===== src/rtl/iter_alu_pkg.sv =====
// iter_alu_pkg: ALU op codes, branch compare codes and FSM state encoding
// shared by iter_alu and the ALU control unit.
package iter_alu_pkg;
   localparam logic [3:0] ALU_ADD = 4'b0000;
   localparam logic [3:0] ALU_SUB = 4'b0001;
   localparam logic [3:0] ALU_AND = 4'b0100;
   localparam logic [3:0] ALU_OR  = 4'b0101;
   localparam logic [3:0] ALU_XOR = 4'b1000;
   localparam logic [3:0] ALU_SLL = 4'b1010;
   localparam logic [3:0] ALU_SRL = 4'b1011;
   localparam logic [3:0] BR_EQ   = 4'b0000;
   localparam logic [3:0] BR_NE   = 4'b1010;
   localparam logic [3:0] BR_LT   = 4'b1000;
   localparam logic [3:0] BR_GE   = 4'b1011;
   typedef enum logic [1:0] {IDLE, SHIFT, DONE} state_t;
endpackage


===== src/rtl/iter_alu_shifter.sv =====
// iter_alu_shifter: 1-bit-per-cycle logical shifter; done marks the edge
// that performs the final shift, whose value is presented on next_val.
module iter_alu_shifter
   import iter_alu_pkg::*;
#(
   parameter int DATA_WIDTH  = 32,
   parameter int SHAMT_WIDTH = 5
) (
   input  logic                   clk,
   input  logic                   reset,
   input  logic                   flush,
   input  logic                   load,
   input  logic                   right,
   input  logic [DATA_WIDTH-1:0]  din,
   input  logic [SHAMT_WIDTH-1:0] amount,
   output logic [DATA_WIDTH-1:0]  next_val,
   output logic                   done
);
   logic [DATA_WIDTH-1:0]  sh_q;
   logic [SHAMT_WIDTH-1:0] cnt;
   logic                   dir_q;
   assign next_val = dir_q ? sh_q >> 1 : sh_q << 1;
   assign done     = cnt == SHAMT_WIDTH'(1);
   always_ff @(posedge clk or negedge reset) begin
      if (!reset) begin
         sh_q  <= '0;
         cnt   <= '0;
         dir_q <= 1'b0;
      end else if (flush) begin
         cnt <= '0;
      end else if (load) begin
         sh_q  <= din;
         cnt   <= amount;
         dir_q <= right;
      end else if (cnt != '0) begin
         sh_q <= next_val;
         cnt  <= cnt - SHAMT_WIDTH'(1);
      end
   end
endmodule


===== src/rtl/iter_alu.sv =====
// iter_alu: execute-stage ALU with valid/ready handshake; SLL/SRL iterate one
// bit per cycle unless ITER_ALU_FAST_SHIFT_EN selects a barrel shifter.
module iter_alu
   import iter_alu_pkg::*;
#(
   parameter int DATA_WIDTH  = 32,
   parameter int SHAMT_WIDTH = 5
) (
   input  logic                  clk,
   input  logic                  reset,
   input  logic                  flush,
   input  logic                  in_valid,
   output logic                  in_ready,
   input  logic [3:0]            in_op,
   input  logic                  in_is_branch,
   input  logic [DATA_WIDTH-1:0] in_a,
   input  logic [DATA_WIDTH-1:0] in_b,
   output logic                  out_valid,
   input  logic                  out_ready,
   output logic [DATA_WIDTH-1:0] out_result,
   output logic                  out_bcond,
   output logic                  out_illegal
);
   state_t                 state, nxt;
   logic [SHAMT_WIDTH-1:0] shamt;
   logic [DATA_WIDTH-1:0]  alu_res, sh_val;
   logic                   alu_bcond, alu_ill, start_shift, sh_done, accept;
   assign shamt     = in_b[SHAMT_WIDTH-1:0];
   assign in_ready  = state == IDLE;
   assign out_valid = state == DONE;
   assign accept    = in_ready && in_valid;
`ifdef ITER_ALU_FAST_SHIFT_EN
   assign start_shift = 1'b0;
   assign sh_done     = 1'b0;
   assign sh_val      = '0;
`else
   // zero-amount shifts skip SHIFT: the combinational path already yields in_a
   assign start_shift = !in_is_branch && (in_op == ALU_SLL || in_op == ALU_SRL) && shamt != '0;
   iter_alu_shifter #(.DATA_WIDTH(DATA_WIDTH), .SHAMT_WIDTH(SHAMT_WIDTH)) u_shifter (
      .clk(clk), .reset(reset), .flush(flush), .load(accept && start_shift),
      .right(in_op == ALU_SRL), .din(in_a), .amount(shamt),
      .next_val(sh_val), .done(sh_done)
   );
`endif
   always_comb begin
      alu_res   = '0;
      alu_bcond = 1'b0;
      alu_ill   = 1'b0;
      if (in_is_branch) begin
         alu_res = in_a - in_b;
         case (in_op)
            BR_EQ:   alu_bcond = in_a == in_b;
            BR_NE:   alu_bcond = in_a != in_b;
            BR_LT:   alu_bcond = $signed(in_a) < $signed(in_b);
            BR_GE:   alu_bcond = $signed(in_a) >= $signed(in_b);
            default: begin
               alu_res = '0;
               alu_ill = 1'b1;
            end
         endcase
      end else begin
         case (in_op)
            ALU_ADD: alu_res = in_a + in_b;
            ALU_SUB: alu_res = in_a - in_b;
            ALU_AND: alu_res = in_a & in_b;
            ALU_OR:  alu_res = in_a | in_b;
            ALU_XOR: alu_res = in_a ^ in_b;
`ifdef ITER_ALU_FAST_SHIFT_EN
            ALU_SLL: alu_res = in_a << shamt;
            ALU_SRL: alu_res = in_a >> shamt;
`else
            ALU_SLL, ALU_SRL: alu_res = in_a;
`endif
            default: alu_ill = 1'b1;
         endcase
      end
   end
   always_comb begin
      nxt = state;
      case (state)
         IDLE:    if (in_valid) nxt = start_shift ? SHIFT : DONE;
         SHIFT:   if (sh_done) nxt = DONE;
         DONE:    if (out_ready) nxt = IDLE;
         default: nxt = IDLE;
      endcase
      if (flush) nxt = IDLE;
   end
   always_ff @(posedge clk or negedge reset) begin
      if (!reset) begin
         state       <= IDLE;
         out_result  <= '0;
         out_bcond   <= 1'b0;
         out_illegal <= 1'b0;
      end else begin
         state <= nxt;
         if (flush) begin
            out_result  <= '0;
            out_bcond   <= 1'b0;
            out_illegal <= 1'b0;
         end else if (accept) begin
            out_result  <= alu_res;
            out_bcond   <= alu_bcond;
            out_illegal <= alu_ill;
         end else if (state == SHIFT && sh_done) begin
            out_result <= sh_val;
         end
      end
   end
endmodule


===== config.mk =====
export PLATFORM = sky130hd
export DESIGN_NAME = iter_alu
export DESIGN_NICKNAME = d
export VERILOG_FILES = /design/src/rtl/iter_alu_pkg.sv /design/src/rtl/iter_alu_shifter.sv /design/src/rtl/iter_alu.sv
export SDC_FILE = /design/constraint.sdc
export NUM_CORES = 1
export LEC_CHECK = 0
export ABC_AREA = 1
export CORE_UTILIZATION = 40
export CTS_CLUSTER_SIZE = 16
export DETAILED_ROUTE_END_ITERATION = 16
export PLACE_DENSITY_LB_ADDON = 0.1
export SYNTH_ARGS = -nofsm -noshare
export SYNTH_HDL_FRONTEND = slang
export SYNTH_SLANG_ARGS = --single-unit

===== constraint.sdc =====
create_clock -name clk -period 2 [get_ports clk]
set_clock_uncertainty 0.2 [all_clocks]
set_input_delay 0.4 -clock clk [delete_from_list [all_inputs] [get_ports clk]]
set_output_delay 0.4 -clock clk [all_outputs]
set_load 0.01 [all_outputs]

==> out/summary.md <==
Setup repair after global routing could not meet its margin everywhere. The global-route wire length before repair was 82.7 mm. The count of buffers added on input and output ports is 109. For the DRC violations left, the log shows 0. After routing the design area is 20500 um^2. Once placement finished, the instance area stood at 16000 um^2. Mapped cell area: 11200 um^2. The portion of total power attributed to combinational logic was 65.2%.

The area growth from synthesis to layout is 83.6%. Along the worst path, the maximum fanout reaches 4. For the total number of placement rows, the log shows 60. Wires add up to 57.9 mm. For the finished layout, the period the worst path requires is 2.45 ns.

The congestion estimate from routability-driven global placement came to 1.06. The number of buffers created by CTS was 9. Class of the worst hold path: primary input to flip-flop. At the worst endpoint, the required time is 2.03 ns. The chip width is 169 um, and the register bit count reported by yosys is 74. At the worst endpoint, the arrival time is 2.48 ns. The worst setup path is captured at a flip-flop. The detailed router finished its first iteration with 1287 violations. After clock tree synthesis, the clock-pin slew on the worst setup and hold paths is 0.07 ns. The worst path uses 122% of the clock period.

The final layout contains 2657 nets. In this run, distinct cell masters in the synthesized netlist total 47. The share of power burned in registers was 18.8%.

The share of synthesized registers carrying an async set or reset is 100%, and the floorplan die height is 169 um. The initial antenna violation count came out at 0. The power per cell area was 569 nW/um^2.

The final reports fail on negative setup slack. Summing the sequential cell areas from Yosys gives 16.5% of the chip area. The number of flops mapped to enable cells by yosys was 0; the antenna diode count was 0.

For this run the aggregate overflow at the end of global routing stands at 0. Once layout is complete, the cells apart from fillers number 2841. Across every metal layer, demand over resource in global routing totals 38.0%. Synthesis handed over a netlist of 1904 instances. For the number of ports placed on the die boundary, the log shows 110. The critical path in this run is classified as primary input to flip-flop. STA classifies the critical path startpoint as a primary input. In the routed layout, each cell is associated on average with a via count of 5.40.

The max-capacitance violation count came out at 0. The run finished, with violations left. In this run the deepest clock path goes through 2 buffers. The final worst setup slack came out at -0.447 ns. TritonCTS built the clock tree. The analysis attributes to cell leakage a power of 10.2 nW. The internal power consumption is 6.44 mW, and the proportion of layout cells with a drive suffix above 1 is 53.6%. The max-slew violation total from the final report came out at 0. The die covers 28600 um^2. In the post-synthesis netlist, the biggest area contributors are sky130_fd_sc_hd__nand2_1 21%, sky130_fd_sc_hd__dfrtp_1 17%, sky130_fd_sc_hd__ha_1 13%. After legalization and detailed placement, the total HPWL measured 42.0 mm. During synthesis, Yosys emitted a total of 0 warnings. Net switching is 44.9% of the power.

The largest total area in the synthesized netlist belongs to sky130_fd_sc_hd__nand2_1. The clock net in this run drives a total of 74 sinks. For the pin with the worst max-slew slack, the measured transition is 0.468 ns. The worst IR drop on VDD came out at 0.000497 V. The run gives 14751 as the via count of the first global-routing pass.

The number of nets handed over by synthesis was 2097. Across all register-to-register paths, the minimum setup slack is -0.06 ns. The worst slack after detailed placement was -1.26 ns; the average routed wire per standard cell was 20.4 um. For the clock network fraction of design power, the log shows 16.0%. Cell chosen for the clock root: sky130_fd_sc_hd__clkbuf_16. The number of endpoints with negative hold slack in the final report is 0, and the number of placed instances, taps included is 2707.

The tools report the effective utilization at floorplan as 41.2%. The tools report the net switching power as 5.24 mW. For the worst-case hold slack, the log shows 0.229 ns.

The worst pin sits at a relative slew slack of 68.8%. The H-tree depth reported by CTS came out at 3. The area of the core was 27200 um^2. The mean cell area of the mapped netlist is 5.88 um^2. Clock latency on the worst-skew pair, taken at its later pin, is 0.34 ns. The largest net degree at the start of global routing was 63. The share of synthesized area in the top cell type comes to 20.9%.

The most used flip-flop cell after synthesis is sky130_fd_sc_hd__dfrtp_1. Setup violations remaining at the end of the flow were counted as 27. The number of routed nets with antenna violations was 0. The routed layout has 15340 vias. Derived from the worst setup path, the maximum achievable clock frequency is 409 MHz. The detailed-routing iteration count for the pre-antenna-repair pass is 5.
[power by group through the flow]
| stage | Sequential, mW | Combinational [mW] | Clock, mW |
|---|---|---|---|
| 6_report | 2.19 | 7.62 | 1.87 |
| 5_1_grt | 2.23 | 8.11 | 1.96 |
| 4_1_cts | 2.17 | 6.75 | 1.88 |
| 3_5_place_dp | 2.19 | 5.60 | 0 |
| 3_3_place_gp | 2.18 | 5.53 | 0 |
| 2_1_floorplan | 2.19 | 3.27 | 0 |
[timing repair]
item / CTS / global route
endpoints found under the setup margin: 73 / 72
gates cloned: 3 / 2
hold buffers: 1 / 0
endpoints found under the hold margin: 28 / 0
resized for setup: 665 / 520
pin swaps: 158 / 309
buffers inserted: 57 / 72
[synthesized netlist by cell type (4+ instances only)]
library cell	count
sky130_fd_sc_hd__nand2_1	623
sky130_fd_sc_hd__nand4_1	15
sky130_fd_sc_hd__o21ai_0	79
sky130_fd_sc_hd__and2_1	6
sky130_fd_sc_hd__o211ai_1	7
sky130_fd_sc_hd__ha_1	117
sky130_fd_sc_hd__o22ai_1	30
sky130_fd_sc_hd__inv_2	8
sky130_fd_sc_hd__nor4_1	4
sky130_fd_sc_hd__o21bai_1	12
sky130_fd_sc_hd__clkbuf_1	30
sky130_fd_sc_hd__o2111ai_1	4
sky130_fd_sc_hd__o221ai_1	4
sky130_fd_sc_hd__nor3_1	12
sky130_fd_sc_hd__o21ai_2	27
sky130_fd_sc_hd__nand3_1	133
sky130_fd_sc_hd__a221oi_1	24
sky130_fd_sc_hd__o211ai_2	28
sky130_fd_sc_hd__xor2_1	11
sky130_fd_sc_hd__buf_2	37
sky130_fd_sc_hd__dfrtp_1	74
sky130_fd_sc_hd__nor2_1	180
sky130_fd_sc_hd__inv_1	327
sky130_fd_sc_hd__a21oi_1	70
[stage by stage]
stage                     util [%]  setup TNS, ns  power (mW)
after floorplan                  -          -3.70        5.46
after global placement        58.7         -64.20        7.72
after detailed placement      58.7         -65.48        7.79
after CTS                     68.4          -8.39        10.8
after global routing          75.6          -8.72        12.3
final                         75.6          -5.77        11.7
[flip-flops by register name, summed over array words and instances, names as in the netlist]
register	cells
out_illegal	1
u_shifter.dir_q	1
u_shifter.cnt	5
out_result	32
u_shifter.sh_q	32
state	2
out_bcond	1
[logic make-up (layout without fill, tap and decap cells)]
| kind of cell | count (synthesis) | count (layout) | synth area share [%] |
|---|---|---|---|
| xor gates and xnor gates | 13 | 13 | 1.02 |
| and+or+nand+nor | 984 | 984 | 35.7 |
| AOI/OAI and AO/OA | 299 | 299 | 18.4 |
| adders and majority gates | 119 | 119 | 13.4 |
| buffers and inverters | 415 | 980 | 14.9 |
| DFF | 74 | 74 | 16.5 |
[layer usage]
metal  GRT usage (%)  vias to the layer above  share of wire, %
met5               0                        -                 0
met4            24.5                        0               8.8
met3            4.01                      239               6.0
met2            65.4                      682                46
met1            45.1                     7251                39
li1                -                     7168                 -
[worst paths after layout]
kind,from,end,cells past startpoint
worst max-delay path,in_b[0],out_result[10],15
worst min-delay path,in_a[0],u_shifter.sh_q[0],4
worst max register to register,u_shifter.cnt[1],out_result[18],11
worst min register to register,out_result[4],out_result[4],2
max in group asynchronous,reset,out_result[18],3
min in group asynchronous,reset,u_shifter.cnt[2],2
[critical path: stages]
cell	delay [ns]
sky130_fd_sc_hd__buf_8	0.09
sky130_fd_sc_hd__ha_4	0.13
sky130_fd_sc_hd__inv_2	0.03
sky130_fd_sc_hd__fa_2	0.36
sky130_fd_sc_hd__inv_4	0.11
sky130_fd_sc_hd__buf_6	0.11
sky130_fd_sc_hd__nand3_1	0.09
sky130_fd_sc_hd__nand3b_1	0.28
sky130_fd_sc_hd__a21oi_1	0.13
sky130_fd_sc_hd__o21ai_0	0.12
sky130_fd_sc_hd__nand2_1	0.23
sky130_fd_sc_hd__nor2_1	0.19
sky130_fd_sc_hd__o21bai_1	0.09
sky130_fd_sc_hd__nand2_1	0.06
sky130_fd_sc_hd__nand2_1	0.05
[cell type report]
cell class / count / area, um^2
Tap cell: 372 / 465
Fill cell: 2147 / 6640
Clock buffer: 10 / 239
Inverter: 339 / 1370
Multi-Input combinational cell: 1415 / 11000
Clock inverter: 6 / 95.1
Timing Repair Buffer: 625 / 5550
Sequential cell: 74 / 1850
[cell usage in the layout, fill, tap and decap left out, types with 30 or more instances in the layout]
master,count
sky130_fd_sc_hd__nand2_1,427
sky130_fd_sc_hd__buf_4,411
sky130_fd_sc_hd__inv_1,192
sky130_fd_sc_hd__nand2_2,123
sky130_fd_sc_hd__inv_2,119
sky130_fd_sc_hd__nor2_1,92
sky130_fd_sc_hd__buf_6,92
sky130_fd_sc_hd__dfrtp_1,74
sky130_fd_sc_hd__nand2_4,69
sky130_fd_sc_hd__ha_1,67
sky130_fd_sc_hd__nor2_4,66
sky130_fd_sc_hd__nand3_2,63
sky130_fd_sc_hd__nand3_1,46
sky130_fd_sc_hd__o21ai_0,44
sky130_fd_sc_hd__ha_4,37
sky130_fd_sc_hd__clkdlybuf4s50_1,37
sky130_fd_sc_hd__o21ai_2,34
sky130_fd_sc_hd__o22ai_1,30
(Power assumes the default switching activity.)
